<file path="config.mk">
export PLATFORM = sky130hd
export DESIGN_NAME = countdown_timer
export DESIGN_NICKNAME = d
export VERILOG_FILES = /design/src/rtl/counter_pkg.sv /design/src/rtl/countdown_timer.sv
export SDC_FILE = /design/constraint.sdc
export NUM_CORES = 1
export LEC_CHECK = 0
export ABC_AREA = 1
export BUFFER_PORTS_ARGS = -buffer_cell sky130_fd_sc_hd__buf_2
export CORE_UTILIZATION = 42
export DETAILED_ROUTE_END_ITERATION = 12
export GPL_ROUTABILITY_DRIVEN = 1
export PLACE_DENSITY = 0.68
export SLEW_MARGIN = 20
export SYNTH_ARGS = -nofsm -noshare
export SYNTH_HDL_FRONTEND = slang
export SYNTH_SLANG_ARGS = --single-unit
</file>
<file path="constraint.sdc">
create_clock -name clk -period 1.1 [get_ports clk]
set_input_delay 0 -clock clk [delete_from_list [all_inputs] [get_ports clk]]
set_output_delay 0 -clock clk [all_outputs]
set_load 0.1 [all_outputs]
</file>
<file path="src/rtl/counter_pkg.sv">
// Shared definitions for the counter/timer family.
//   DEFAULT_WIDTH  default counter and load width in bits
//   timer_state_e  control states of the countdown timer
package counter_pkg;

  localparam int DEFAULT_WIDTH = 4;

  typedef enum logic [0:0] {
    ST_IDLE = 1'b0,
    ST_RUN  = 1'b1
  } timer_state_e;

endpackage : counter_pkg

</file>
<file path="src/rtl/countdown_timer.sv">
// Loadable down-counter / timer.
// A start value is taken through a valid/ready handshake while idle. The timer
// then counts down to zero on enabled cycles and raises a one-cycle done pulse
// at terminal count. In periodic mode it reloads and keeps running, which gives
// a tick every L+1 enabled cycles.
//
// Ports:
//   clk          rising-edge clock
//   reset        synchronous active-low reset
//   load_valid   load_value is offered
//   load_ready   timer can accept a load (idle)
//   load_value   start/reload value
//   auto_reload  captured with the load; 1 = periodic mode
//   enable       count permit; 0 pauses count and state
//   abort        stop a running count and return to idle
//   count        current count
//   busy         timer is running
//   done         registered one-cycle terminal-count pulse
//
// state   | meaning
// --------+-----------------------------------------------
// ST_IDLE | waiting for a load; count holds its last value
// ST_RUN  | counting down on enabled cycles
module countdown_timer
  import counter_pkg::*;
#(
  parameter int WIDTH = DEFAULT_WIDTH
) (
  input  logic             clk,
  input  logic             reset,
  input  logic             load_valid,
  output logic             load_ready,
  input  logic [WIDTH-1:0] load_value,
  input  logic             auto_reload,
  input  logic             enable,
  input  logic             abort,
  output logic [WIDTH-1:0] count,
  output logic             busy,
  output logic             done
);

  timer_state_e     state_q, state_d;
  logic [WIDTH-1:0] count_q, count_d;
  logic [WIDTH-1:0] reload_q, reload_d;
  logic             mode_q, mode_d;
  logic             done_q, done_d;

  always_ff @(posedge clk) begin
    if (!reset) begin
      state_q  <= ST_IDLE;
      count_q  <= '0;
      reload_q <= '0;
      mode_q   <= 1'b0;
      done_q   <= 1'b0;
    end else begin
      state_q  <= state_d;
      count_q  <= count_d;
      reload_q <= reload_d;
      mode_q   <= mode_d;
      done_q   <= done_d;
    end
  end

  always_comb begin
    state_d  = state_q;
    count_d  = count_q;
    reload_d = reload_q;
    mode_d   = mode_q;
    done_d   = 1'b0;

    unique case (state_q)
      ST_IDLE: begin
        // load_ready is 1 here, so load_valid alone completes the handshake.
        if (load_valid) begin
          count_d  = load_value;
          reload_d = load_value;
          mode_d   = auto_reload;
          state_d  = ST_RUN;
        end
      end
      ST_RUN: begin
        if (abort) begin
          state_d = ST_IDLE;
        end else if (enable) begin
          if (count_q != '0) begin
            count_d = count_q - WIDTH'(1);
          end else begin
            // The zero cycle itself is the terminal count; never wrap.
            done_d = 1'b1;
            if (mode_q) begin
              count_d = reload_q;
            end else begin
              state_d = ST_IDLE;
            end
          end
        end
      end
      default: state_d = ST_IDLE;
    endcase
  end

  assign load_ready = (state_q == ST_IDLE);
  assign busy       = (state_q == ST_RUN);
  assign count      = count_q;
  assign done       = done_q;

endmodule : countdown_timer

</file>
======== Word-level counts from Yosys, hierarchy flattened ========
Index checks and enable logic that the tools add are counted.
operators by class
  add/subtract/negate cells ............... 1
  equality and inequality tests ........... 4
  mux-type cells .......................... 13
  bitwise gates (word level) .............. 3
  reduce and logical (&&, ||, !) cells .... 4
operator list
  cell                   count
  $mux W4                5
  $pmux W4 S2            1
  $mux W1                6
  $ne A2 B2 Y1 const B   3
  $reduce_and A4 Y1      1
  $reduce_bool A4 Y1     1
  $reduce_or A4 Y1       1
  $sub A4 B1 Y4 const B  1
  $ne A3 B1 Y1 const B   1
  $not A1 Y1             3
  $pmux W1 S2            1
  $reduce_and A2 Y1      1
word-level totals
  bits in registers ....................... 11
  output and inout port bits .............. 7
  word-level logic and storage cells ...... 30

======== Depth between registers and ports, before layout ========
  depth after elaboration ................. 5
  gate-level depth with buffers ........... 11
  gate-level depth less buffers ........... 10

======== Worst setup path before layout ========
Ideal clock, no wire load.
  path type ............................... reg2reg
  from .................................... register count_q[0] (netlist: count[0])
  to ...................................... register count_q[2] (netlist: count[2])
  setup time .............................. 0.117 ns
  arrival ................................. 1.985 ns
  required time ........................... 0.983 ns
  slack ................................... -1.002 ns
  stages on the path, launching flop included .. 12
  path buffers ............................ 1
  path through ............................ dfxtp_1 inv_1 ha_1 buf_2 inv_1 nor2_1 o21ai_1 nand2_1 nand2_1 nand2_1 nand2_1 nor2_2
on the way
  word-level cells in the longest chain between the ends .. 5
  elaborated cells on any way between the ends .. 8
ends and longest elaborated chain
  what                                                 line                                          RTL
  start: declaration                                   countdown_timer.sv:43                         logic [WIDTH-1:0] count_q, count_d;
  start signal: assignment                             countdown_timer.sv:57                         count_q <= count_d;
  $sub A4 B1 Y4 or $reduce_bool A4 Y1 (tied branches)  countdown_timer.sv:86, countdown_timer.sv:85
  $mux W4                                              countdown_timer.sv:85                         if (count_q != '0) begin
  $mux W4                                              countdown_timer.sv:84                         end else if (enable) begin
  $mux W4                                              countdown_timer.sv:82                         if (abort) begin
  $pmux W4 S2                                          countdown_timer.sv:71                         unique case (state_q)
Several ways; a longest one is shown, not always the timed one. The select of a mux whose other input is x is not followed.
A chain may end at the register's enable or synchronous reset.

======== Worst setup path in the final report ========
  from .................................... register count_q[1] (netlist: count[1])
  to ...................................... register count_q[2] (netlist: count[2])
The elaborated chain is that of the path after synthesis.

==> results.cfg <==
[logic_synthesis]
synthTopCellsByCount = 27 x nand2_1, 17 x nor2_1, 12 x inv_1
ys_ff_latch = 11
netlist.area_leader.share = 0.339
synth_cells = 99
syn_area_per_cell_sq_um = 6.56
async_flop_share = 0
synth_area_sq_um = 649
yosysTopAreaCell = dfxtp_1
syn_nets = 110
yosysSeqAreaShare = 0.339
synth_edf_count = 0
ys_types = 22
yosysMostFrequentCell = nand2_1
synth_ff_type = dfxtp_1
yosys-top-cells-area = dfxtp_1 34%, nand2_1 16%, nor2_1 9.8%
ys_warn_count = 0

[worst_hold_path]
holdCritPathClass = in -> reg
worstHoldStart = enable
whs_endpoint = done$_SDFF_PP0_
hold_depth = 3

[run_status]
violations = setup timing
status = complete, but fails checks

[setup_path]
required_ps = 1320
worst_setup_path_start_kind = flip-flop
rrSetupSlack_ps = -30
reg2reg_to = count[2]$_SDFFE_PN0P_
cp-startpoint = count[1]$_SDFFE_PN0P_
arrival_ps = 1350
r2r-start = count[1]$_SDFFE_PN0P_
cp_slowest_cell = dfxtp_4
path_cells = inv_4 -> ha_4 -> nand3_2 -> nand2_1 -> nand2_2 -> nand2_1 -> nand2_1 -> nor2_2
crit_top_cell = nand2_1
crit_type = reg -> reg
path_max_fanout = 8
crit_path_end_kind = flip-flop
critical_path_buf_inv_count = 1
worstRegToRegCells = 8
worst_path_largest_cell_delay_ps = 350
crit_family = simple AND/OR/NAND/NOR gates

[pwr]
p_leak_nw = 0.464
vdd_ir_drop_max_mv = 0.877
powerDensity_nw_per_um2 = 1460

[detailed_routing]
routed_wl_um = 1580
drc = 0
via_per_inst = 4.92
vias = 689
wire_per_inst_um = 11.3
drt_iter0_drc = 20
route.antenna.remaining_nets = 0
firstDrtPassIters = 4

[clocking]
cts-root-buf = clkbuf_4
cts_max_level = 1
cts_buffers = 3
clkSinkCount = 11
post-cts-setup-buffers = 0
clk_pin_slew_worst_paths_ps = 70
cts_tree = built
max-clock-path-buffers = 2
insertion_delay_ps = 280

[sta]
setup_viol = 3
period_share = 1.03
worst_slew_pin_slew_ps = 484
setup_ws_ps = -33.8
grt_setup_unrepaired = yes
max_freq_mhz = 882
slew_headroom = 0.680
report.final.hold_viol_count = 0
period_needed_ps = 1130
drv_slew = 0
fin_skew_ps = 7.66

[grt]
grt_usage = 0.218
antenna_found_initial = 0
grt_pass1_vias = 535
grt_overflow = 0
grt_pass1_wl_um = 2350
grt_max_degree = 9

[die]
die_height_um = 41.3
start_util = 0.475
die_x_um = 41.3
dieArea_sq_um = 1710
design.portCount = 17
std_cell_rows = 13
fp.coreArea_sq_um = 1370

[final_layout]
multi_input_area_sq_um = 387
instances_no_fill = 140
drive_gt1_frac = 0.376
area_delta_synth_final_pct = 45.7
antennaDiodeCount = 0
register_area_sq_um = 234
nFillCells = 118
nets = 137
fin_util = 0.692

[placement]
place_congestion = 0.786
place_inst = 133
port_buffers = 16
dp_hpwl_um = 1160

[job]
maxCapViolCount = 0
[layout make-up]
type | count | area share
Tap cell | 15 | 0.0198
Inverter | 14 | 0.0767
Multi-Input combinational cell | 72 | 0.409
Sequential cell | 11 | 0.247
Clock buffer | 4 | 0.0278
Timing Repair Buffer | 24 | 0.220
[worst reg2reg max path: cells and delay by family, from the launching register on]
| family | cells | cell delay, ps |
|---|---|---|
| simple gates | 6 | 480 |
| flops | 1 | 350 |
| fa+ha+maj | 1 | 200 |
| buf+inv | 1 | 60 |
[cell families after synthesis]
family,Yosys count,share of synthesized area
AND/OR/NAND/NOR,60,0.422
buffers and inverters,16,0.123
AO/OA/AOI/OAI,11,0.0963
flip-flops,11,0.339
adder cells (fa/ha/maj),1,0.0193
[routing by layer]
metal,up-vias,routed length (um),global-route usage
met3,2,61,0.0479
li1,365,-,-
met1,302,767,0.299
met2,20,738,0.313
met4,0,10,0.121
met5,-,0,0
[registers in the layout, indices dropped and copies added, names as in the netlist]
| signal | cells |
|---|---|
| reload_q | 4 |
| busy | 1 |
| mode_q | 1 |
| count | 4 |
| done | 1 |
[power breakdown]
group	switching (mW)	internal (mW)	leakage, nW	total [mW]
Clock	0.142	0.141	0.0150	0.283
Combinational	0.390	0.221	0.355	0.611
Sequential	0.0489	0.439	0.0935	0.487
[stage by stage]
stage	power [mW]	hold WS [ps]	TNS [ps]	setup slack [ps]	area, sq um
floorplan	0.916	111	-1610	-288	701
global placement	1.06	260	0	8.60	866
global route	1.47	35.0	-449	-161	946
finish	1.38	16.1	-51.4	-33.8	946
detailed placement	1.07	265	-13.6	-13.6	866
CTS	1.37	13.3	-25.7	-20.7	933
[placed cells by master (no fill, tap or decap), types with 2 or more instances in the layout]
cell	instances
nand3_1	6
dfxtp_1	6
o21ai_1	2
dlygate4sd3_1	3
a21oi_1	3
nor2_1	15
a211oi_1	2
inv_1	9
buf_2	12
buf_12	4
clkbuf_4	3
nand2_1	27
buf_4	5
dfxtp_2	2
dfxtp_4	3
inv_4	3
nor2_2	4
nand3_2	2
[worst max-delay path by stage]
stage | cells after the start | slack, ps | to
after CTS | 10 | -20 | count[2]$_SDFFE_PN0P_
after detailed placement | 7 | -10 | count[2]$_SDFFE_PN0P_
after global placement | 7 | 9 | count[2]$_SDFFE_PN0P_
after floorplan | 11 | -290 | count[2]$_SDFFE_PN0P_
after global routing | 10 | -160 | count[2]$_SDFFE_PN0P_
final | 8 | -30 | count[2]$_SDFFE_PN0P_
[what timing repair did]
item,CTS,global route
endpoints found under the hold margin,3,0
endpoints found under the setup margin,1,4
pin swaps,2,2
resized for setup,3,3
hold buffers,3,0
Note: power is estimated with default switching activity, not from simulation.
